===== src/rtl/snake_move_controller.sv =====
// -----------------------------------------------------------------------------
// snake_move_controller
//
// Divides CLOCK into game move ticks. On each tick it samples the requested
// direction, rejects 180-degree reversals, advances the head one grid cell and
// checks whether the head has left the grid. It also owns the IDLE/RUN/OVER run
// state that the body and VGA logic downstream depend on.
//
// Ports
//   CLOCK        in   system clock, rising edge
//   RESET        in   synchronous, active-high reset
//   DIR_IN       in   requested direction: 00 right, 01 down, 10 up, 11 left
//   START        in   level; IDLE->RUN, OVER->IDLE
//   PAUSE        in   level; freezes the tick counter while in RUN
//   HEAD_X       out  current head column
//   HEAD_Y       out  current head row
//   DIR_OUT      out  direction actually applied (latched)
//   MOVE_STROBE  out  one-cycle pulse, coincident with updated HEAD_X/Y
//   GAME_OVER    out  high while in OVER
//   RUNNING      out  high while in RUN
//
// Build option
//   WRAP_AROUND_EN  toroidal grid: the head wraps at every edge, OVER is never
//                   entered and GAME_OVER is tied low.
//
// state | meaning
// ------+-------------------------------------------------------------
// IDLE  | head parked at START_X/START_Y, counter cleared, wait for START
// RUN   | counter advancing, one head move per tick
// OVER  | head left the grid; head and counter frozen until START
// -----------------------------------------------------------------------------
module snake_move_controller #(
  parameter int TICK_DIV = 5000000,
  parameter int GRID_W   = 32,
  parameter int GRID_H   = 24,
  parameter int X_W      = 5,
  parameter int Y_W      = 5,
  parameter int START_X  = 16,
  parameter int START_Y  = 12
) (
  input  logic           CLOCK,
  input  logic           RESET,
  input  logic [1:0]     DIR_IN,
  input  logic           START,
  input  logic           PAUSE,
  output logic [X_W-1:0] HEAD_X,
  output logic [Y_W-1:0] HEAD_Y,
  output logic [1:0]     DIR_OUT,
  output logic           MOVE_STROBE,
  output logic           GAME_OVER,
  output logic           RUNNING
);

  localparam int CNT_W = (TICK_DIV > 2) ? $clog2(TICK_DIV) : 1;

  localparam logic [CNT_W-1:0] CNT_TC  = CNT_W'(TICK_DIV - 1);
  localparam logic [X_W-1:0]   X_START = X_W'(START_X);
  localparam logic [Y_W-1:0]   Y_START = Y_W'(START_Y);

  localparam logic [1:0] ST_IDLE = 2'd0;
  localparam logic [1:0] ST_RUN  = 2'd1;
  localparam logic [1:0] ST_OVER = 2'd2;

  localparam logic [1:0] DIR_RIGHT = 2'b00;
  localparam logic [1:0] DIR_DOWN  = 2'b01;
  localparam logic [1:0] DIR_UP    = 2'b10;
  localparam logic [1:0] DIR_LEFT  = 2'b11;

  logic [1:0]       state_q, state_d;
  logic [CNT_W-1:0] cnt_q, cnt_d;
  logic [X_W-1:0]   x_q, x_d;
  logic [Y_W-1:0]   y_q, y_d;
  logic [1:0]       dir_q, dir_d;
  logic             strobe_q, strobe_d;

  logic [1:0]       dir_sel;
  logic [X_W-1:0]   x_next;
  logic [Y_W-1:0]   y_next;
  logic             off_grid;

  // Opposite directions are bitwise complements (00/11, 01/10), so a reversal
  // request keeps the previously applied direction.
  assign dir_sel = ((DIR_IN ^ dir_q) == 2'b11) ? dir_q : DIR_IN;

`ifdef WRAP_AROUND_EN
  localparam logic [X_W-1:0] X_LAST = X_W'(GRID_W - 1);
  localparam logic [Y_W-1:0] Y_LAST = Y_W'(GRID_H - 1);

  always_comb begin
    x_next   = x_q;
    y_next   = y_q;
    off_grid = 1'b0;
    case (dir_sel)
      DIR_RIGHT: x_next = (x_q == X_LAST) ? '0 : x_q + X_W'(1);
      DIR_LEFT:  x_next = (x_q == '0) ? X_LAST : x_q - X_W'(1);
      DIR_DOWN:  y_next = (y_q == Y_LAST) ? '0 : y_q + Y_W'(1);
      DIR_UP:    y_next = (y_q == '0) ? Y_LAST : y_q - Y_W'(1);
      default: ;
    endcase
  end
`else
  localparam logic [X_W:0] X_MAX = (X_W + 1)'(GRID_W - 1);
  localparam logic [Y_W:0] Y_MAX = (Y_W + 1)'(GRID_H - 1);

  // Targets carry one extra bit so a step past the last column/row cannot
  // alias back into the grid before the bound compare.
  logic [X_W:0] x_tgt;
  logic [Y_W:0] y_tgt;

  always_comb begin
    x_tgt    = {1'b0, x_q};
    y_tgt    = {1'b0, y_q};
    off_grid = 1'b0;
    case (dir_sel)
      DIR_RIGHT: begin
        x_tgt    = {1'b0, x_q} + (X_W + 1)'(1);
        off_grid = (x_tgt > X_MAX);
      end
      DIR_LEFT: begin
        x_tgt    = {1'b0, x_q} - (X_W + 1)'(1);
        off_grid = (x_q == '0);
      end
      DIR_DOWN: begin
        y_tgt    = {1'b0, y_q} + (Y_W + 1)'(1);
        off_grid = (y_tgt > Y_MAX);
      end
      DIR_UP: begin
        y_tgt    = {1'b0, y_q} - (Y_W + 1)'(1);
        off_grid = (y_q == '0);
      end
      default: ;
    endcase
    x_next = x_tgt[X_W-1:0];
    y_next = y_tgt[Y_W-1:0];
  end
`endif

  always_comb begin
    state_d  = state_q;
    cnt_d    = cnt_q;
    x_d      = x_q;
    y_d      = y_q;
    dir_d    = dir_q;
    strobe_d = 1'b0;
    case (state_q)
      ST_IDLE: begin
        cnt_d = '0;
        x_d   = X_START;
        y_d   = Y_START;
        dir_d = DIR_RIGHT;
        if (START) state_d = ST_RUN;
      end
      ST_RUN: begin
        if (!PAUSE) begin
          if (cnt_q == CNT_TC) begin
            cnt_d = '0;
            dir_d = dir_sel;
            if (off_grid) begin
              state_d = ST_OVER;
            end else begin
              x_d      = x_next;
              y_d      = y_next;
              strobe_d = 1'b1;
            end
          end else begin
            cnt_d = cnt_q + CNT_W'(1);
          end
        end
      end
      ST_OVER: begin
        if (START) begin
          state_d = ST_IDLE;
          cnt_d   = '0;
          x_d     = X_START;
          y_d     = Y_START;
          dir_d   = DIR_RIGHT;
        end
      end
      default: state_d = ST_IDLE;
    endcase
  end

  always_ff @(posedge CLOCK) begin
    if (RESET) begin
      state_q  <= ST_IDLE;
      cnt_q    <= '0;
      x_q      <= X_START;
      y_q      <= Y_START;
      dir_q    <= DIR_RIGHT;
      strobe_q <= 1'b0;
    end else begin
      state_q  <= state_d;
      cnt_q    <= cnt_d;
      x_q      <= x_d;
      y_q      <= y_d;
      dir_q    <= dir_d;
      strobe_q <= strobe_d;
    end
  end

  assign HEAD_X      = x_q;
  assign HEAD_Y      = y_q;
  assign DIR_OUT     = dir_q;
  assign MOVE_STROBE = strobe_q;
  assign RUNNING     = (state_q == ST_RUN);
`ifdef WRAP_AROUND_EN
  assign GAME_OVER   = 1'b0;
`else
  assign GAME_OVER   = (state_q == ST_OVER);
`endif

endmodule


===== config.mk =====
export PLATFORM = sky130hd
export DESIGN_NAME = snake_move_controller
export DESIGN_NICKNAME = d
export VERILOG_FILES = /design/src/rtl/snake_move_controller.sv
export SDC_FILE = /design/constraint.sdc
export NUM_CORES = 1
export LEC_CHECK = 0
export ABC_CLOCK_PERIOD_IN_PS = 2000
export BUFFER_PORTS_ARGS = -buffer_cell sky130_fd_sc_hd__buf_4
export CAP_MARGIN = 15
export CORE_ASPECT_RATIO = 1.4
export CORE_UTILIZATION = 54
export DETAILED_ROUTE_END_ITERATION = 10
export GPL_TIMING_DRIVEN = 0
export PLACE_DENSITY = 0.76
export SLEW_MARGIN = 0
export SYNTH_ARGS = -nofsm -noshare
export SYNTH_HDL_FRONTEND = slang
export SYNTH_SLANG_ARGS = --single-unit

===== constraint.sdc =====
create_clock -name CLOCK -period 2 [get_ports CLOCK]
set_clock_uncertainty 0.05 [all_clocks]
set_input_delay 0.2 -clock CLOCK [delete_from_list [all_inputs] [get_ports CLOCK]]
set_output_delay 0.2 -clock CLOCK [all_outputs]
set_load 0.02 [all_outputs]

-- Word-level counts from Yosys, hierarchy flattened
Index checks and enable logic that the tools add are counted.
W data, S select, Z words.
- flip-flop bits (word level): 38
- latch bits: 0
- memory bits (writable): 0
- memory bits (read-only): 0
- bits of input ports: 6
- output and inout bits: 15
- word-level logic and storage cells: 70
- memories kept: 0
- add/subtract/negate cells: 5
- $mul: 0
- div/mod/pow operators: 0
- magnitude comparators: 2
- eq/ne operators: 15
- shift-type cells: 0
- mux-type cells: 28
- bitwise operators: 3
- reductions and logical operators: 11
- operators with widths (cell ; count):
    $mux W23 ; 3
    $pmux W23 S3 ; 1
    $mux W5 ; 8
    $pmux W5 S3 ; 2
    $add A23 B1 Y23 const B ; 1
    $eq A23 B23 Y1 const B ; 1
    $pmux W5 S2 ; 2
    $mux W2 ; 8
    $add A5 B1 Y6 const B ; 2
    $gt A6 B5 Y1 const B ; 2
    $pmux W2 S3 ; 2
    $reduce_and A6 Y1 ; 2
    $logic_not A5 Y1 ; 2
    $sub A5 B1 Y5 const B ; 2
    $eq A2 B2 Y1 const B ; 4
    $ne A2 B2 Y1 const B ; 4
    $ne A3 B1 Y1 const B ; 2
    $reduce_and A5 Y1 ; 1
    $eq A2 B1 Y1 const B ; 2
    $logic_not A2 Y1 ; 2
    $ne A2 B1 Y1 const B ; 2
    $pmux W1 S4 ; 1
    $reduce_and A4 Y1 ; 1
    $reduce_or A4 Y1 ; 1
    other kinds (5) ; 6

-- Depth between registers and ports, before layout
- word-level depth: 9
- gate-level depth with buffers: 8
- gate-level depth less buffers: 8

-- Least setup slack after synthesis
No wires, ideal clock.
- kind: reg-to-reg
- start point: register dir_q[1], in the netlist DIR_OUT[1]
- end point: register state_q[0]
- setup time: 0.134 ns
- data arrival time: 1.887 ns
- data required time: 1.816 ns
- slack: -0.071 ns
- cell stages (with the launch flop): 8
- path buffers: 1
- period minus slack after synthesis: 2.071 ns
- cells stage by stage: dfxtp_1 -> buf_4 -> xnor2_2 -> mux2i_4 -> mux2i_2 -> nand2_1 -> a211oi_2 -> a2111oi_2
- longest elaborated chain between the ends: 7
- elaborated cells on any way between the ends: 10
- classes of those cells: eq/ne: 5; mux: 2; bitwise: 1; reduce/logical: 2
- RTL lines (element ; line ; text):
    start: declaration ; 73 ; logic [1:0] dir_q, dir_d;
    start signal: assignment ; 196 ; dir_q <= dir_d;
    $xor A2 B2 Y2 ; 83 ; assign dir_sel = ((DIR_IN ^ dir_q) == 2'b11) ? dir_q : DIR_IN;
    $eq A2 B2 Y1 ; 83 ;
    $mux W2 * ; 83 ;
    $eq A2 B2 Y1, or another cell as far along ; 114 ; case (dir_sel)
    $pmux W1 S4 * ; 114 ;
    $ne A2 B1 Y1 (no line) * ; - ;
    $reduce_and A5 Y1 (no line) * ; - ;
    end signal: assignment ; 192 ; state_q <= state_d;
    end: declaration ; 69 ; logic [1:0] state_q, state_d;
Every way passes the cells marked *; elsewhere a longest branch is shown, timed or not.
A chain may end at the register's enable or synchronous reset.

-- Worst setup path after layout
- start point: register cnt_q[10]
- end point: register x_q[3], in the netlist HEAD_X[3]
- longest elaborated chain between the ends: 3
- RTL lines (element ; line ; text):
    start: declaration ; 70 ; logic [CNT_W-1:0] cnt_q, cnt_d;
    start signal: assignment ; 193 ; cnt_q <= cnt_d;
    $eq A23 B23 Y1 ; 155 ; if (cnt_q == CNT_TC) begin
    $ne A2 B1 Y1 (no line) ; - ;
    $reduce_and A6 Y1 (no line) ; - ;
    end signal: assignment ; 187 ; x_q <= X_START;
    end signal: assignment ; 194 ; x_q <= x_d;
    end: declaration ; 71 ; logic [X_W-1:0] x_q, x_d;
Every way passes these cells.

==> summary.md <==
| Metric | Value |
|---|---|
| Synthesis-to-layout area growth | `26.1%` |
| Post-CTS Hold Buffers | `0` |
| Placer Congestion | `0.849` |
| Wirelength per Cell | `15.2 um` |
| # DRC | `1` |
| DRT Pass-1 Iters | `8` |
| Gr usage total | `25.7%` |
| Count of different cell masters after synthesis | `60` |
| H-tree Lvls | `2` |
| Clock power share | `36.6%` |
| Final ANT Viol Nets | `0` |
| Status | `complete, but fails checks` |
| TritonCTS Buffers | `5` |
| Final Hold Viols | `0` |
| Detailed Place HPWL | `3900 um` |
| Die ar. | `4670 um^2` |
| Fmax | `487 MHz` |
| Yosys warning count | `0` |
| Min-delay src | `RESET` |
| Global-route wire length before repair | `9260 um` |
| Setup WS pre-CTS | `-235 ps` |
| Setup TNS | `-157 ps` |
| Failing checks | `DRC, setup timing` |
| Worst reg2reg path startpoint | `cnt_q[10]` |
| Asr flop ratio synth | `0%` |
| Worst vdd ir | `0.000498 V` |
| Register bit total from synthesis | `38` |
| Post-Syn Nets | `298` |
| Final Util | `70.6%` |
| Num ports | `21` |
| Int Power | `1110 uW` |
| Crit Path Class | `reg -> reg` |
| NetSw | `395 uW` |
| Lkg Pwr | `0.00112 uW` |
| Synth top cells by count | `38 x dfxtp_1, 35 x nor2_1, 32 x nand2_1` |
| Syn_area_per_cell | `8.33 um^2` |
| Main synth FF type | `dfxtp_1` |
| Hold Crit Endpoint | `HEAD_X[2]` |
| Ant diodes | `0` |
| Tightest Pin Transition | `502 ps` |
| R2r setup slk | `-50 ps` |
| Period minus WS final | `2050 ps` |
| Critical Path Fanout Max | `3` |
| Area after DPL | `2600 um^2` |
| Initial antenna violation count | `0` |
| Most numerous cell in the Yosys netlist | `dfxtp_1` |
| Post-synth EDFFs | `0` |
| Fin worst setup slack | `-51.6 ps` |
| Initial core utilization | `56.0%` |
| Sw Ratio | `26.2%` |
| Mapped Cells | `285` |
| Overall via count from detail_route | `2259` |
| CP arrival | `2190 ps` |
| Share of cells above drive strength 1 | `28.3%` |
| Core Rows | `28` |
| # setup viols final | `7` |
| Post-DR vias/cell | `5.87` |
| Endpoint kind of the worst setup timing path | `register` |
| Post-route cell area | `2990 um^2` |
| Largest area contributor in the netlist | `dfxtp_1` |
| Max-cap violations | `0` |
| Core area | `4240 um^2` |
| Sink Count | `38` |
| Clock root buffer | `clkbuf_8` |
| Fin crit share | `103%` |
| Die Y | `80.5 um` |
| IO buf count | `18` |
| WHS Path Cells | `3` |
| Grt total ovfl | `0` |
| Clock Latency Late Sink | `290 ps` |
| DIE WIDTH | `58.0 um` |
| Slew headroom | `66.4%` |
| Largest net degree at the start of global routing | `12` |
| Pwr Density | `503 nW/um^2` |
| CTS tree | `built` |
| Synth top area share | `32.0%` |
| Sequential share of power | `51.0%` |
| Bufs on Longest Clock Path | `2` |
| Worst Reg-to-Reg Cells | `7` |
| Final wirelength | `5850 um` |
| Hold WC Path Type | `in -> reg` |
| Initial drt markers | `123` |
| Reg-to-reg endpoint | `HEAD_X[3]` |
| Worst path required time | `2140 ps` |
| Post-synthesis sequential area ratio | `32.0%` |
| CP startpoint kind | `register` |
| Synth top area cells | `dfxtp_1 32%, nor2_1 5.5%, xor2_1 5.2%` |
| RSZ-0062 raised after global routing | `yes` |
| Vias in the first global route | `2047` |
| Nets | `337` |
| Combinational power share | `12.3%` |
| Reg clk slew, reported paths | `80 ps` |
| Max Slew Vio Count | `0` |
| Area of the mapped netlist | `2370 um^2` |
final cells by class:
type	instances	area, um^2
multi-input combinational	229	1710
fill	348	1240
sequential	38	779
timing repair buffer	34	263
clock buffer	7	86.3
tap	60	75.1
buffer	6	40.0
inverter	10	37.5
clock inverter	1	5.00
worst max path at each step:
stage / from / endpoint / slack [ps]
final: cnt_q[10] / HEAD_X[3] / -50
after global routing: cnt_q[10] / HEAD_Y[3] / -80
after CTS: cnt_q[10] / HEAD_Y[3] / -10
after detailed placement: cnt_q[0] / cnt_q[19] / -230
after global placement: cnt_q[0] / cnt_q[18] / -210
after floorplan: DIR_OUT[1] / state_q[0] / -1
what timing repair did:
action / in CTS / in global routing
buffers inserted: 8 / 8
setup endpoints to repair: 30 / 35
resized for setup: 19 / 29
pin swaps: 9 / 11
layer usage:
| layer | global-route usage, % | share of wire (%) | up-vias |
|---|---|---|---|
| met5 | 0 | 0 | - |
| met4 | 10.2 | 2.2 | 0 |
| met3 | 4.99 | 3.6 | 16 |
| met2 | 46.3 | 54 | 62 |
| met1 | 29.1 | 41 | 1065 |
| li1 | - | - | 1116 |
per-stage QoR:
step | power, uW | hold WS [ps] | cells
after CTS | 1490 | 132 | 379
after detailed placement | 942 | 434 | 363
after global routing | 1560 | 149 | 385
final | 1510 | 139 | 385
after floorplan | 902 | 329 | 285
after global placement | 941 | 429 | 363
layout by cell type, fill, tap and decap left out, types with 5 or more instances in the layout:
cell type  instances
clkbuf_8           6
o21ai_1            5
dfxtp_1           29
nand3b_1           6
buf_4             34
a21oi_1            9
xnor2_1            8
inv_1             10
nand3_1            9
nor3_1             6
dfxtp_2            6
nand4_1           14
nor2_1            33
mux2i_1            6
ha_1               6
nand2_1           30
xor2_1            14
kinds of logic after synthesis:
group	count (synthesis)	synth area share, %
AND/OR/NAND/NOR	142	31.9
AO/OA/AOI/OAI	46	14.5
flip-flops	38	32.0
XOR/XNOR	24	9.17
buffers and inverters	18	3.48
multiplexers	10	5.16
adder cells (fa/ha/maj)	7	3.69
worst max-delay path, stage by stage, from the launching register on:
cell	delay [ps]
dfxtp_4	340
nand2b_4	130
or4b_4	550
buf_4	170
o31ai_4	250
buf_4	170
nand4_1	120
mux2i_1	160
state kept, by name (all words and copies together) (netlist names):
signal / cells
DIR_OUT: 2
HEAD_X: 5
HEAD_Y: 5
MOVE_STROBE: 1
cnt_q: 23
state_q: 2
power groups by stage:
stage | registers (uW) | logic [uW] | clock network (uW)
after floorplan | 790 | 112 | 0
after global placement | 789 | 152 | 0
after detailed placement | 789 | 152 | 0
after CTS | 769 | 162 | 557
after global routing | 770 | 202 | 593
final | 769 | 186 | 552
Note: power is estimated with default switching activity, not from simulation.
